==> src/rtl/imem_program_loader.sv <==
// Serial byte-stream loader for the instruction memory: packs bytes
// big-endian into 32-bit words and writes them through the load port.
module imem_program_loader #(
   parameter int MEM_BYTES = 512,
   parameter int ADDR_W    = 9
) (
   input  logic              clk,
   input  logic              rst,
   input  logic              start,
   input  logic              byte_valid,
   input  logic [7:0]        byte_data,
   input  logic              byte_last,
   output logic              byte_ready,
   output logic              wr_en,
   output logic [ADDR_W-1:0] wr_addr,
   output logic [31:0]       wr_data,
   output logic [ADDR_W:0]   byte_count,
   output logic              cpu_hold,
   output logic              done,
   output logic              error
);

   typedef enum logic [2:0] {
      S_IDLE,
      S_LOAD,
      S_FLUSH,
      S_DONE,
      S_ERROR
   } state_t;

   localparam logic [ADDR_W:0]   FULL_CNT  = (ADDR_W+1)'(MEM_BYTES);
   localparam logic [ADDR_W:0]   CNT_ONE   = (ADDR_W+1)'(1);
   localparam logic [ADDR_W-1:0] WORD_STEP = ADDR_W'(4);

   state_t              state_q, state_d;
   logic                byte_ready_q, byte_ready_d;
   logic                wr_en_q, wr_en_d;
   logic [ADDR_W-1:0]   wr_addr_q, wr_addr_d;
   logic [31:0]         wr_data_q, wr_data_d;
   logic [ADDR_W:0]     byte_count_q, byte_count_d;
   logic                cpu_hold_q, cpu_hold_d;
   logic                done_q, done_d;
   logic                error_q, error_d;
   logic [23:0]         shift_q, shift_d;
   logic [1:0]          idx_q, idx_d;
   logic [ADDR_W-1:0]   waddr_q, waddr_d;

   logic                accept;
   logic                load_start;
   logic [ADDR_W:0]     cnt_inc;
   logic [31:0]         padded;

   assign accept     = byte_valid & byte_ready_q;
   assign load_start = start & ((state_q == S_IDLE) |
                                (state_q == S_DONE) |
                                (state_q == S_ERROR));
   assign cnt_inc    = (byte_count_q == FULL_CNT) ? byte_count_q
                                                  : byte_count_q + CNT_ONE;

   // Final partial word: left-aligned, low bytes zero.
   always_comb begin
      padded = 32'h0;
      unique case (idx_q)
         2'd0:    padded = {byte_data, 24'h0};
         2'd1:    padded = {shift_q[7:0], byte_data, 16'h0};
         default: padded = {shift_q[15:0], byte_data, 8'h0};
      endcase
   end

   always_ff @(posedge clk) begin
      if (rst) state_q <= S_IDLE;
      else     state_q <= state_d;
   end

   always_comb begin
      state_d = state_q;
      unique case (state_q)
         S_IDLE, S_DONE, S_ERROR: begin
            if (start) state_d = S_LOAD;
         end
         S_LOAD: begin
            if (accept) begin
               if (byte_last)
                  state_d = (idx_q == 2'd3) ? S_DONE : S_FLUSH;
               else if (cnt_inc == FULL_CNT)
                  state_d = S_ERROR;
            end
         end
         S_FLUSH: state_d = S_DONE;
         default: state_d = S_IDLE;
      endcase
   end

   always_comb begin
      byte_ready_d = (state_d == S_LOAD);
      done_d       = (state_d == S_DONE);
      error_d      = (state_d == S_ERROR);
      cpu_hold_d   = (state_d == S_LOAD) | (state_d == S_FLUSH) |
                     (state_d == S_ERROR);
      wr_en_d      = 1'b0;
      wr_addr_d    = wr_addr_q;
      wr_data_d    = wr_data_q;
      byte_count_d = byte_count_q;
      shift_d      = shift_q;
      idx_d        = idx_q;
      waddr_d      = waddr_q;
      if (load_start) begin
         byte_count_d = '0;
         shift_d      = '0;
         idx_d        = '0;
         waddr_d      = '0;
      end else if (accept) begin
         shift_d      = {shift_q[15:0], byte_data};
         idx_d        = idx_q + 2'd1;
         byte_count_d = cnt_inc;
         if (idx_q == 2'd3) begin
            wr_en_d   = 1'b1;
            wr_addr_d = waddr_q;
            wr_data_d = {shift_q, byte_data};
            waddr_d   = waddr_q + WORD_STEP;
         end else if (byte_last) begin
            wr_en_d   = 1'b1;
            wr_addr_d = waddr_q;
            wr_data_d = padded;
         end
      end
   end

   always_ff @(posedge clk) begin
      if (rst) begin
         byte_ready_q <= 1'b0;
         wr_en_q      <= 1'b0;
         wr_addr_q    <= '0;
         wr_data_q    <= '0;
         byte_count_q <= '0;
         cpu_hold_q   <= 1'b0;
         done_q       <= 1'b0;
         error_q      <= 1'b0;
         shift_q      <= '0;
         idx_q        <= '0;
         waddr_q      <= '0;
      end else begin
         byte_ready_q <= byte_ready_d;
         wr_en_q      <= wr_en_d;
         wr_addr_q    <= wr_addr_d;
         wr_data_q    <= wr_data_d;
         byte_count_q <= byte_count_d;
         cpu_hold_q   <= cpu_hold_d;
         done_q       <= done_d;
         error_q      <= error_d;
         shift_q      <= shift_d;
         idx_q        <= idx_d;
         waddr_q      <= waddr_d;
      end
   end

   assign byte_ready = byte_ready_q;
   assign wr_en      = wr_en_q;
   assign wr_addr    = wr_addr_q;
   assign wr_data    = wr_data_q;
   assign byte_count = byte_count_q;
   assign cpu_hold   = cpu_hold_q;
   assign done       = done_q;
   assign error      = error_q;

endmodule

==> config.mk <==
export PLATFORM = sky130hd
export DESIGN_NAME = imem_program_loader
export DESIGN_NICKNAME = d
export VERILOG_FILES = /design/src/rtl/imem_program_loader.sv
export SDC_FILE = /design/constraint.sdc
export NUM_CORES = 1
export LEC_CHECK = 0
export CAP_MARGIN = 30
export CORE_ASPECT_RATIO = 0.8
export CORE_MARGIN = 8
export CORE_UTILIZATION = 53
export DETAILED_ROUTE_END_ITERATION = 6
export GPL_TIMING_DRIVEN = 1
export PLACE_DENSITY = 0.85
export SYNTH_ARGS = -nofsm -noshare
export SYNTH_HDL_FRONTEND = slang
export SYNTH_SLANG_ARGS = --single-unit
==> constraint.sdc <==
create_clock -name clk -period 2.7 [get_ports clk]
set_clock_uncertainty 0.05 [all_clocks]
set_input_delay 0.675 -clock clk [delete_from_list [all_inputs] [get_ports clk]]
set_output_delay 0.675 -clock clk [all_outputs]
set_load 0.02 [all_outputs]
==> Word level (Yosys, flattened, before mapping) <==
Cells that the tools add are included.
{ "classes": {"n_mux": 14, "addsub": 3, "eq_ne": 12, "n_bitwise": 8, "reduce_logical": 8} }
{ "ops": {"columns": ["op", "n"], "rows": [
  ["$mux 32", 2],
  ["$pmux 32 s2", 1],
  ["$eq 10x10->1 const B", 2],
  ["$mux 9", 2],
  ["$eq 3x2->1 const B", 4],
  ["$mux 3", 4],
  ["$add 10x1->10 const B", 1],
  ["$mux 10", 1],
  ["$add 9x3->9 const B", 1],
  ["$pmux 3 s3", 1],
  ["$eq 3x1->1 const B", 2],
  ["$eq 3x3->1 const B", 2],
  ["$reduce_or 3->1", 2],
  ["$or 1x1->1", 4],
  ["$logic_not 3->1", 1],
  ["$mux 1", 3],
  ["$reduce_and 3->1", 1],
  ["$add 2x1->2 const B", 1],
  ["$and 1x1->1", 2],
  ["$eq 2x1->1 const B", 1],
  ["$eq 2x2->1 const B", 1],
  ["$logic_not 2->1", 1],
  ["$not 1->1", 2],
  ["$reduce_and 2->1", 1],
  ["2 further kinds", 2]
]} }
{ "word_totals": {"input_bits": 13, "word_cells": 57, "ff_bits": 94} }

==> Logic depth before layout (Yosys ltp) <==
{ "logic_depth": {"ltp_word": 10, "ltp_mapped": 9} }

==> Worst setup path after synthesis <==
No wires, ideal clock.
{ "synth_path": {"kind": "flip-flop to flip-flop", "from": "register byte_count_q[2] (netlist: byte_count[2])", "to": "register cpu_hold_q (netlist: cpu_hold)", "path_slack_ns": 0.446, "setup_time_ns": 0.079, "stages_incl_launch_ff": 9, "required_ns": 2.571, "synth_period_minus_slack_ns": 2.254, "arrival_ns": 2.125, "cell_sequence": "dfxtp_1 > buf_2 > and4_1 > clkbuf_1 > nand4_1 > xnor2_1 > or4_1 > and3_1 > a211oi_2"} }
{ "synth_between": {"elab_chain_cells": 10, "elab_cells_between_ends": 13} }
{ "synth_rtl": {"columns": ["element", "line_no", "source"], "rows": [
  ["start: declaration", "40", "logic [ADDR_W:0] byte_count_q, byte_count_d;"],
  ["start signal: assignment", "147", "byte_count_q <= byte_count_d;"],
  ["$add 10x1->10 or $eq 10x10->1 (tied branches)", "58, 57", null],
  ["$mux 10 (*)", "57", "assign cnt_inc = (byte_count_q == FULL_CNT) ? byte_count_q"],
  ["$eq 10x10->1 (*)", "85", "else if (cnt_inc == FULL_CNT)"],
  ["$mux 3 (*)", "85", null],
  ["$mux 3 (*)", "83", "if (byte_last)"],
  ["$mux 3 (*)", "82", "if (accept) begin"],
  ["$pmux 3 s3 (*)", "77", "unique case (state_q)"],
  ["$eq 3x1->1 or $eq 3x2->1 (tied branches)", "98", "cpu_hold_d = (state_d == S_LOAD) | (state_d == S_FLUSH) |"],
  ["$or 1x1->1", "98", null],
  ["$or 1x1->1 (*)", "98", null],
  ["end signal: assignment", "148", "cpu_hold_q <= cpu_hold_d;"],
  ["end: declaration", "41", "logic cpu_hold_q, cpu_hold_d;"]
]} }
Every way passes the cells marked *; elsewhere a longest branch is shown, timed or not.
A chain may end at the register's enable or synchronous reset.

==> Worst setup path in the final report <==
{ "layout_path": {"from": "register byte_count_q[0] (netlist: byte_count[0])", "to": "output byte_count[0]"} }
{ "layout_lines": {"columns": ["element", "line_no", "source"], "rows": [
  ["end: declaration", "17", "output logic [ADDR_W:0] byte_count,"]
]} }
No word-level cell between the ends.

==> results.md <==
* Outcome: finished, final reports clean
* Final weighted congestion in routability-driven placement at approximately 0.83
* Post-CTS Setup Bufs at 0
* Gr ovfl total at 0
* Final worst-path cycle share at just over 80%
* Util after Layout at 67.8%
* First-pass GRT wire length at 16.7 mm
* DRT antenna net count at 0
* Top-count cell post-synth: nand2_1
* Largest net degree at the start of global routing at 44
* Sw Share at 26.0%
* Post-Synth Simple-Gate Area at between 20% and 30%
* Tot GR Track Use at between 10% and 20%
* Hold depth at 2
* CP bufs+invs at 1
* Worst R2R Start: byte_count[3]$_SDFFE_PP0P_
* Max Freq at 451 MHz
* Worst Min Path Start: wr_data[1]$_SDFFE_PP0P_
* Synth Register Bits at 90
* Vias in the first global route at 3363
* Filler cell count at ~600
* P&R area growth vs syn at 24.2%
* Critical Path Sink Type: primary output
* Drt pass-1 iters at 6
* Largest family of logic cells by synthesized area: simple AND/OR/NAND/NOR gates
* PwrDens at roughly 540 nW/um2
* Setup_tns at 0 ps
* Starting DRT DRC Count at roughly 260
* Post-synth ARST share at 0%
* Delay of the slowest critical-path stage at 660 ps
* Root Driver: clkbuf_8
* Initial Util at between 50% and 60%
* CP max-delay cell: clkdlybuf4s50_1
* RSZ-0062 raised after global routing: false
* Die Ht at about 94 um
* Crit path cell chain: clkdlybuf4s50_1
* Worst VDD drop at 0.000276 V
* Share of cells above drive strength 1 at under 10%
* Post-layout nets at between 500 and 600
* Syn avg cell area at a little under 8 um2
* IO Count at a little under 70
* Fin Hold WS at between 400 and 500 ps
* Cell Area, Synth at about 4000 um2
* Sink Count at 90
* Drc violations at 0
* Post-synth top flop: dfxtp_1
* R2R Path End: byte_ready$_SDFF_PP0_
* Static leakage at about 1.8 nW
* Crit Path Max Fanout at 8
* Critical Path RT at approximately 2000 ps
* Most instantiated cells after synthesis: nand2_1 (114), dfxtp_1 (90), a21oi_1 (67)
* Count of pins over their slew limit at 0
* Critical path launch point type: flop
* Port Buffers at 66
* Min Tclk post-route at between 2000 and 2500 ps
* Total CTS buffers at 9
* Post-synthesis xor/xnor area fraction at between 3 and 4%
* Synth Area in Compound Gates at 17.6%
* Total number of vias at 3729
* Clock group share of total power at a little over a third
* Sequential cell area fraction in the yosys report at 44.4%
* Setup ws final at 484 ps
* Routed vias/inst at 5.52
* Cell count after synthesis at 513
* Clk pin slew, worst setup/hold paths at around 80 ps
* Antenna violations before repair at 0
* Slew @ Worst Pin at 667 ps
* CTS tree: built
* Detailed-route wire length at slightly above 10 mm
* H-tree levels at 3
* Leading post-synthesis cells by cell area: dfxtp_1 (44%), nand2_1 (11%), a21oi_1 (8.3%)
* Pint at approximately 2.0 mW
* Final hold viol count at 0
* Worst path top cell family by delay: buffers and inverters
* Synth Area in Adders at around 1.9%
* HPWL after DPL at 7.32 mm
* Post-synthesis cell type count at 43
* Pre-CTS WS at between 200 and 300 ps
* Synth area leader: dfxtp_1
* DR WL/cell at ~15 um
* Core box area at 7430 um2
* Yosys warnings at 0
* Reg power frac at around half
* Multiplexer share of the synthesized area at 2.47%
* FP Rows at 28
* Worst-Skew Late Latency at ~360 ps
* Deepest clock path buffer count at 2
* R2R Setup Slk at 530 ps
* HP Class: reg2reg
* Post_cts resized at 0
* Comb power frac at 12.6%
* Post-synth EDFFs at 0
* Yosys top cell area share at around 44%
* Diodes inserted at 0
* Final setup fails at 0
* Hold endpoint: wr_data[1]$_SDFFE_PP0P_
* NetSw at approximately 0.7 mW
* Total power draw at between 2 and 3 mW
* Max Cap Viol at 0
* Post-CTS Hold Fix Bufs at 0
* Kind of critical path: reg2out
* CP arrival at ~1500 ps
* Max_slew headroom at 55.5%
* Die width at 114 um
* Full die area at between 10000 and 15000 um2
* Length in cells of the worst reg-to-reg path at 6
## placed cells by master (no fill, tap or decap), types with 10 or more instances in the layout
cell / count
a21oi_1: 66
a22oi_1: 16
buf_4: 13
clkdlybuf4s50_1: 66
dfxtp_1: 90
mux2i_1: 10
nand2_1: 114
nand2b_1: 18
nand3_1: 11
nor2_1: 48
## power by group through the flow
stage	Combinational (mW)	Sequential, mW	Clock [mW]
after detailed placement	0.340	1.42	0
final	0.344	1.39	0.991
after CTS	0.341	1.39	1.01
after floorplan	0.179	1.44	0
after global routing	0.372	1.39	1.07
after global placement	0.331	1.42	0
## cells by family after synthesis
kind of cell	count (synthesis)
flops	90
compound gates	118
mux	10
simple gates	225
fa+ha+maj	6
xor+xnor	17
other cells	1
buf+inv	46
## layout make-up
| class | count | area (um2) | share of cell area (%) |
|---|---|---|---|
| timing repair buffer | 80 | 778 | 15.5 |
| clock inverter | 6 | 90.1 | 1.79 |
| multi-input combinational | 378 | 2080 | 41.3 |
| inverter | 8 | 30.0 | 0.596 |
| sequential | 90 | 1800 | 35.8 |
| clock buffer | 9 | 124 | 2.46 |
| tap | 105 | 131 | 2.61 |
## through the flow
| step | instances | cell area, um2 |
|---|---|---|
| floorplan | 514 | 4060 |
| global placement | 661 | 4820 |
| detailed placement | 661 | 4820 |
| CTS | 676 | 5040 |
| global route | 676 | 5040 |
| finish | 676 | 5040 |
## state kept, by name (all words and copies together) (netlist names)
register / count
wr_data: 32
shift_q: 24
byte_count: 10
waddr_q: 7
wr_addr: 7
state_q: 3
idx_q: 2
byte_ready: 1
cpu_hold: 1
done: 1
error: 1
wr_en: 1
## worst max path at each step
stage                     cells past startpoint  slack (ps)                 endpoint                       start
final                                         1         480            byte_count[0]  byte_count[0]$_SDFFE_PP0P_
after CTS                                     1         460            byte_count[1]  byte_count[1]$_SDFFE_PP0P_
after detailed placement                      6         290  wr_data[6]$_SDFFE_PP0P_                  byte_valid
after global placement                        8         350      cpu_hold$_SDFF_PP0_                  byte_valid
after floorplan                               8         450      cpu_hold$_SDFF_PP0_  byte_count[2]$_SDFFE_PP0P_
after global routing                          6         390      cpu_hold$_SDFF_PP0_  byte_count[3]$_SDFFE_PP0P_
## metal layers
metal / GRT usage [%] / vias up / routed length (um)
li1: - / 1840 / -
met2: 31.2 / 135 / 4790
met3: 5.39 / 14 / 811
met4: 6.41 / 0 / 136
met5: 0 / - / 0
met1: 23.7 / 1740 / 4360
No activity file was read; power rests on OpenSTA's default activity.
